$ cat src/rtl/tile_diff_classifier.sv
// Tile absolute-difference classifier: takes one TILE_SIZE x TILE_SIZE tile,
// walks it one row per cycle, and produces per-sample row/col abs diffs, class
// flags and summed bit costs. It also reports which direction is cheaper.
//
// state | meaning
// IDLE  | ready for a new tile
// RUN   | processing row row_cnt_q of the buffered tile
// DONE  | results held; o_valid raised after one settle cycle
module tile_diff_classifier #(
    parameter int TILE_SIZE = 8,
    parameter int PIX_W     = 8,
    parameter int T1        = 2,
    parameter int T2        = 4,
    parameter int COST_W    = 16
) (
    input  logic                                  clk,
    input  logic                                  rst_n,
    input  logic                                  i_valid,
    output logic                                  i_ready,
    input  logic [TILE_SIZE*TILE_SIZE*PIX_W-1:0]  i_data,
    output logic                                  o_valid,
    input  logic                                  o_ready,
    output logic [TILE_SIZE*TILE_SIZE*PIX_W-1:0]  o_row_abs,
    output logic [TILE_SIZE*TILE_SIZE*PIX_W-1:0]  o_col_abs,
    output logic [TILE_SIZE*TILE_SIZE*3-1:0]      o_row_flag,
    output logic [TILE_SIZE*TILE_SIZE*3-1:0]      o_col_flag,
    output logic [COST_W-1:0]                     o_row_cost,
    output logic [COST_W-1:0]                     o_col_cost,
    output logic                                  o_sel_col
);
    localparam int NPIX  = TILE_SIZE * TILE_SIZE;
    localparam int ROW_W = TILE_SIZE * PIX_W;
    localparam int CNT_W = $clog2(TILE_SIZE);
    // A whole row's cost is at most 16*12, so 8 guard bits cover any row sum.
    localparam int SUM_W = COST_W + 8;

    typedef enum logic [1:0] {IDLE, RUN, DONE} state_t;

    state_t                  state_q, state_d;
    logic [CNT_W-1:0]        row_cnt_q;
    logic [NPIX*PIX_W-1:0]   tile_q, row_abs_q, col_abs_q;
    logic [NPIX*3-1:0]       row_flag_q, col_flag_q;
    logic [COST_W-1:0]       row_cost_q, col_cost_q;
    logic                    sel_col_q, valid_q;

    logic [ROW_W-1:0]        row_abs_n, col_abs_n;
    logic [TILE_SIZE*3-1:0]  row_flag_n, col_flag_n;
    logic [SUM_W-1:0]        row_sum_n, col_sum_n;
    logic                    accept, last_row;

    function automatic logic [PIX_W-1:0] abs_diff(input logic [PIX_W-1:0] cur, input logic [PIX_W-1:0] pred);
        return (cur >= pred) ? (cur - pred) : (pred - cur);
    endfunction

    function automatic logic [2:0] classify(input logic [PIX_W-1:0] cur, input logic [PIX_W-1:0] pred);
        logic [PIX_W-1:0] mag;
        logic             neg;
        neg = (cur < pred);
        mag = abs_diff(cur, pred);
        if (mag == '0)                 return 3'd0;
        if (mag[PIX_W-1:T1] == '0)     return neg ? 3'd2 : 3'd1;
        if (mag[PIX_W-1:T2] == '0)     return neg ? 3'd4 : 3'd3;
        return neg ? 3'd6 : 3'd5;
    endfunction

    function automatic logic [SUM_W-1:0] flag_cost(input logic [2:0] f);
        case (f)
            3'd0:       return '0;
            3'd1, 3'd2: return SUM_W'(T1);
            3'd3, 3'd4: return SUM_W'(T2);
            default:    return SUM_W'(PIX_W);
        endcase
    endfunction

    function automatic logic [COST_W-1:0] sat_add(input logic [COST_W-1:0] acc, input logic [SUM_W-1:0] add);
        logic [SUM_W-1:0] tot;
        tot = SUM_W'(acc) + add;
        return (|tot[SUM_W-1:COST_W]) ? '1 : tot[COST_W-1:0];
    endfunction

    assign i_ready    = (state_q == IDLE);
    assign accept     = i_valid & i_ready;
    assign last_row   = (row_cnt_q == CNT_W'(TILE_SIZE - 1));
    assign o_valid    = valid_q;
    assign o_row_abs  = row_abs_q;
    assign o_col_abs  = col_abs_q;
    assign o_row_flag = row_flag_q;
    assign o_col_flag = col_flag_q;
    assign o_row_cost = row_cost_q;
    assign o_col_cost = col_cost_q;
    assign o_sel_col  = sel_col_q;

    // State register.
    always_ff @(posedge clk or negedge rst_n) begin
        if (!rst_n) state_q <= IDLE;
        else        state_q <= state_d;
    end

    // Next-state decode.
    always_comb begin
        state_d = state_q;
        case (state_q)
            IDLE:    if (accept) state_d = RUN;
            RUN:     if (last_row) state_d = DONE;
            DONE:    if (valid_q && o_ready) state_d = IDLE;
            default: state_d = IDLE;
        endcase
    end

    // Per-column diffs, flags and cost sums for the row currently addressed.
    always_comb begin
        int               r;
        logic [PIX_W-1:0] cur, rpred, cpred;
        logic [2:0]       rf, cf;
        row_abs_n  = '0;
        col_abs_n  = '0;
        row_flag_n = '0;
        col_flag_n = '0;
        row_sum_n  = '0;
        col_sum_n  = '0;
        r          = int'(row_cnt_q);
        for (int c = 0; c < TILE_SIZE; c++) begin
            cur   = tile_q[(r*TILE_SIZE + c)*PIX_W +: PIX_W];
            rpred = '0;
            cpred = '0;
            if (c > 0)      rpred = tile_q[(r*TILE_SIZE + c - 1)*PIX_W +: PIX_W];
            else if (r > 0) rpred = tile_q[((r - 1)*TILE_SIZE)*PIX_W +: PIX_W];
            if (r > 0)      cpred = tile_q[((r - 1)*TILE_SIZE + c)*PIX_W +: PIX_W];
            else if (c > 0) cpred = tile_q[(c - 1)*PIX_W +: PIX_W];
            if (r == 0 && c == 0) begin
                // Origin sample has no predictor: raw value is sent verbatim.
                rf = 3'd7;
                cf = 3'd7;
            end else begin
                rf = classify(cur, rpred);
                cf = classify(cur, cpred);
            end
            row_abs_n[c*PIX_W +: PIX_W] = abs_diff(cur, rpred);
            col_abs_n[c*PIX_W +: PIX_W] = abs_diff(cur, cpred);
            row_flag_n[c*3 +: 3]        = rf;
            col_flag_n[c*3 +: 3]        = cf;
            row_sum_n                   = row_sum_n + flag_cost(rf);
            col_sum_n                   = col_sum_n + flag_cost(cf);
        end
    end

    // Tile buffer, result registers and cost accumulators.
    always_ff @(posedge clk or negedge rst_n) begin
        if (!rst_n) begin
            tile_q     <= '0;
            row_cnt_q  <= '0;
            row_abs_q  <= '0;
            col_abs_q  <= '0;
            row_flag_q <= '0;
            col_flag_q <= '0;
            row_cost_q <= '0;
            col_cost_q <= '0;
            sel_col_q  <= 1'b0;
            valid_q    <= 1'b0;
        end else begin
            case (state_q)
                IDLE: begin
                    if (accept) begin
                        tile_q     <= i_data;
                        row_cnt_q  <= '0;
                        row_abs_q  <= '0;
                        col_abs_q  <= '0;
                        row_flag_q <= '0;
                        col_flag_q <= '0;
                        row_cost_q <= '0;
                        col_cost_q <= '0;
                        sel_col_q  <= 1'b0;
                        valid_q    <= 1'b0;
                    end
                end
                RUN: begin
                    row_abs_q[int'(row_cnt_q)*ROW_W +: ROW_W]           <= row_abs_n;
                    col_abs_q[int'(row_cnt_q)*ROW_W +: ROW_W]           <= col_abs_n;
                    row_flag_q[int'(row_cnt_q)*TILE_SIZE*3 +: TILE_SIZE*3] <= row_flag_n;
                    col_flag_q[int'(row_cnt_q)*TILE_SIZE*3 +: TILE_SIZE*3] <= col_flag_n;
                    row_cost_q <= sat_add(row_cost_q, row_sum_n);
                    col_cost_q <= sat_add(col_cost_q, col_sum_n);
                    if (!last_row) row_cnt_q <= row_cnt_q + 1'b1;
                end
                DONE: begin
                    // First DONE cycle settles the direction choice, then raises o_valid.
                    if (!valid_q) begin
                        sel_col_q <= (col_cost_q < row_cost_q);
                        valid_q   <= 1'b1;
                    end else if (o_ready) begin
                        valid_q   <= 1'b0;
                    end
                end
                default: ;
            endcase
        end
    end
endmodule
$ cat config.mk
export PLATFORM = sky130hd
export DESIGN_NAME = tile_diff_classifier
export DESIGN_NICKNAME = d
export VERILOG_FILES = /design/src/rtl/tile_diff_classifier.sv
export SDC_FILE = /design/constraint.sdc
export NUM_CORES = 2
export LEC_CHECK = 0
export CORE_AREA = 2 2 768 770
export DETAILED_ROUTE_END_ITERATION = 12
export DIE_AREA = 0 0 770 772
export PLACE_DENSITY = 0.42
export SLEW_MARGIN = 15
export SYNTH_ARGS = -nofsm -noshare
export SYNTH_HDL_FRONTEND = slang
export SYNTH_SLANG_ARGS = --single-unit
export TNS_END_PERCENT = 50
$ cat constraint.sdc
create_clock -name clk -period 16.3 [get_ports clk]
set_input_delay 3.26 -clock clk [delete_from_list [all_inputs] [get_ports clk]]
set_output_delay 3.26 -clock clk [all_outputs]
set_load 0.02 [all_outputs]
==> results.yml <==
run_status:
  status: "complete, no violations"
yosys:
  synth_edf_count: 0
  yosysUniqueCellTypes: 109
  syn_inst: 10040
  synth_top_area_share_pct: 49.26
  yosysSeqAreaShare_pct: 49.26
  syn_area_per_cell_sq_um: 9.585
  syn_nets: 10920
  ys_warn_count: 0
  async_flop_share_pct: 100.0
  synth_ff_type: "dfrtp_1"
  yosys-top-cells-count: "nand2_1 (2121), dfrtp_1 (1895), o21ai_0 (1221)"
  synthTopCellsByArea: "dfrtp_1 (49%), nand2_1 (8.3%), o21ai_0 (6.3%), mux4_2 (6.0%), nand3_1 (5.9%)"
  synth_area_leader_cell: "dfrtp_1"
  yosysMostFrequentCell: "nand2_1"
  ys_ff_latch: 1895
  syn_area_sq_mm: 0.09627
clocking:
  post_cts_buffers: 0
  cts.sinks: 1895
  cts_resized: 0
  clock_latency_ns: 1.00
  cts_buffers: 230
  hold_buffers: 0
  htree_levels: 4
  cts_tree: "yes"
  cts_root_buffer: "clkbuf_16"
  clk_pin_slew_ns: 0.07
  cts_buffer_depth: 4
global_routing:
  use_met2_pct: 31.59
  grtUsageMet1_pct: 27.83
  overflow: 0
  grt_max_degree: 175
  grt_pass1_wl_mm: 837.0
  antenna_found_initial: 143
  track_usage_pct: 20.60
  grt_pass1_vias: 85530
  grt-busiest-layer: "met2"
  use_met3_pct: 5.103
job:
  cap_violations: 0
setup_path:
  required_ns: 17.07
  startpoint_type: "flip-flop"
  path_buf_inv: 4
  crit_top_cell: "fa_1"
  worst_setup_path_end_kind: "flip-flop"
  cp_data_arrival_time_ns: 13.85
  r2r_slack_ns: 3.22
  crit_cells: 32
  r2r_cells: 32
  cpPeakStageDelay_ns: 1.08
  criticalPathCategory: "flip-flop to flip-flop"
  cpMaxStageDelayCell: "and4_1"
  path_delay_family: "adder cells"
  crit_fanout: 29
timing:
  finalCritPeriodShare_pct: 80.26
  rsz0062_at_grt: "false"
  slew_viol_final: 0
  finalSetupViolCount: 0
  timing.setup.tns_ns: 0
  post-route-min-period_ns: 13.08
  relSlewSlack_pct: 2.993
  worst_pin_slew_ns: 1.455
  hold_viol: 0
  skew_ns: 0.09293
  timing.fmax_ghz: 0.07644
worst_hold_path:
  min_path_cells: 2
  hold_path_class: "flip-flop to flip-flop"
detailed_routing:
  drt_wl_total_mm: 638.8
  route.detailed.wl_per_inst_microns: 32.39
  drc: 0
  initialDrtViolationCount: 8342
  ant_nets: 0
  vias: 88650
  firstDrtPassIters: 8
  via_per_inst: 4.496
finish:
  regArea_sq_mm: 0.04743
  drive_gt1_share_pct: 9.347
  multi_input_area_sq_mm: 0.04559
  fillers: 64350
  fin_nets: 12510
  syn2layout_area_growth_pct: 38.37
placement:
  post-dp-hpwl_mm: 497.9
  routabilityCongestion: 0.9225
  port_buffers: 1958
floorplanning:
  rows: 282
  dieArea_sq_mm: 0.5944
  dieWidth_microns: 770
  die_h_microns: 772
  start_util_pct: 16.40
  io_pins: 1959
  core_area_sq_mm: 0.5871
[final timing paths]
kind / start / endpoint
min reg2reg: o_row_flag[61]$_DFFE_PN0P_ / o_row_flag[61]$_DFFE_PN0P_
max: row_cnt_q[1]$_DFFE_PN0P_ / o_col_cost[13]$_DFFE_PN0P_
max in group asynchronous: rst_n / o_row_abs[346]$_DFFE_PN0P_
min: o_row_flag[61]$_DFFE_PN0P_ / o_row_flag[61]$_DFFE_PN0P_
min in group asynchronous: rst_n / o_row_flag[87]$_DFFE_PN0P_
max reg2reg: row_cnt_q[1]$_DFFE_PN0P_ / o_col_cost[13]$_DFFE_PN0P_
[sequential cells by signal, summed over array words and instances, names as in the netlist, 2 cells and up]
name        count
o_row_cost     16
o_col_flag    192
o_col_cost     16
tile_q        512
o_row_flag    192
state_q         2
o_col_abs     448
row_cnt_q       3
o_row_abs     512
[final cells by class]
type,instances,area share [%]
flip-flops and latches,1895,35.61
multi-input cells,7070,34.23
repair buffers,2190,16.17
well taps,7810,7.336
clock buffers,342,5.052
clock inverters,79,0.7458
inverters,246,0.6951
diodes,86,0.1616
[logic make-up after synthesis]
family                   Yosys count  synth area share [%]
AO/OA/AOI/OAI                   2303                 14.35
XOR/XNOR                          75                0.7136
AND/OR/NAND/NOR                 3911                 18.09
flip-flops                      1895                 49.26
buffers and inverters           1078                 4.579
multiplexers                     420                 7.763
adder cells (fa/ha/maj)          361                 5.246
[stage by stage]
step	util [%]	hold slack, ns	area, sq um	cells	worst slack, ns
after floorplan	-	0.4576	96270	10040	6.032
after global placement	21.33	0.4638	125300	19210	3.226
after CTS	22.65	0.4829	133000	19630	3.221
final	22.69	0.4802	133200	19720	3.218
after global routing	22.66	0.5072	133000	19650	2.736
after detailed placement	21.33	0.4692	125300	19210	3.262
[worst min-delay path: stages (launching register included)]
cell and delay, ns:
dfrtp_1 0.34, nand2_1 0.05, o21ai_0 0.06
[metal layers]
layer  wire [microns]  vias up
met5              286        -
met4            29070       44
met3            48450      829
met2           279100     4031
met1           281800    45100
li1                 -    38650
[placed cells by master, fill, tap and decap left out, types with 51 or more instances in the layout]
master and count:
o21ai_0 1219, nor2_1 198, o21ai_1 83, fa_1 71, clkdlybuf4s50_1 1957, a22oi_1 97, dfrtp_1 1892, clkbuf_16 232
mux2i_1 113, a21o_1 85, nand3_1 1125, mux4_2 256, a31oi_1 56, inv_1 240, and2_1 95, clkbuf_8 51
a21oi_1 285, nand2_1 2117, buf_4 217, diode_2 86, ha_1 280, o221ai_1 107, clkbuf_1 59
Power is not shown: default switching activity piles up to over one toggle a cycle in this logic, so the estimate is an artifact.
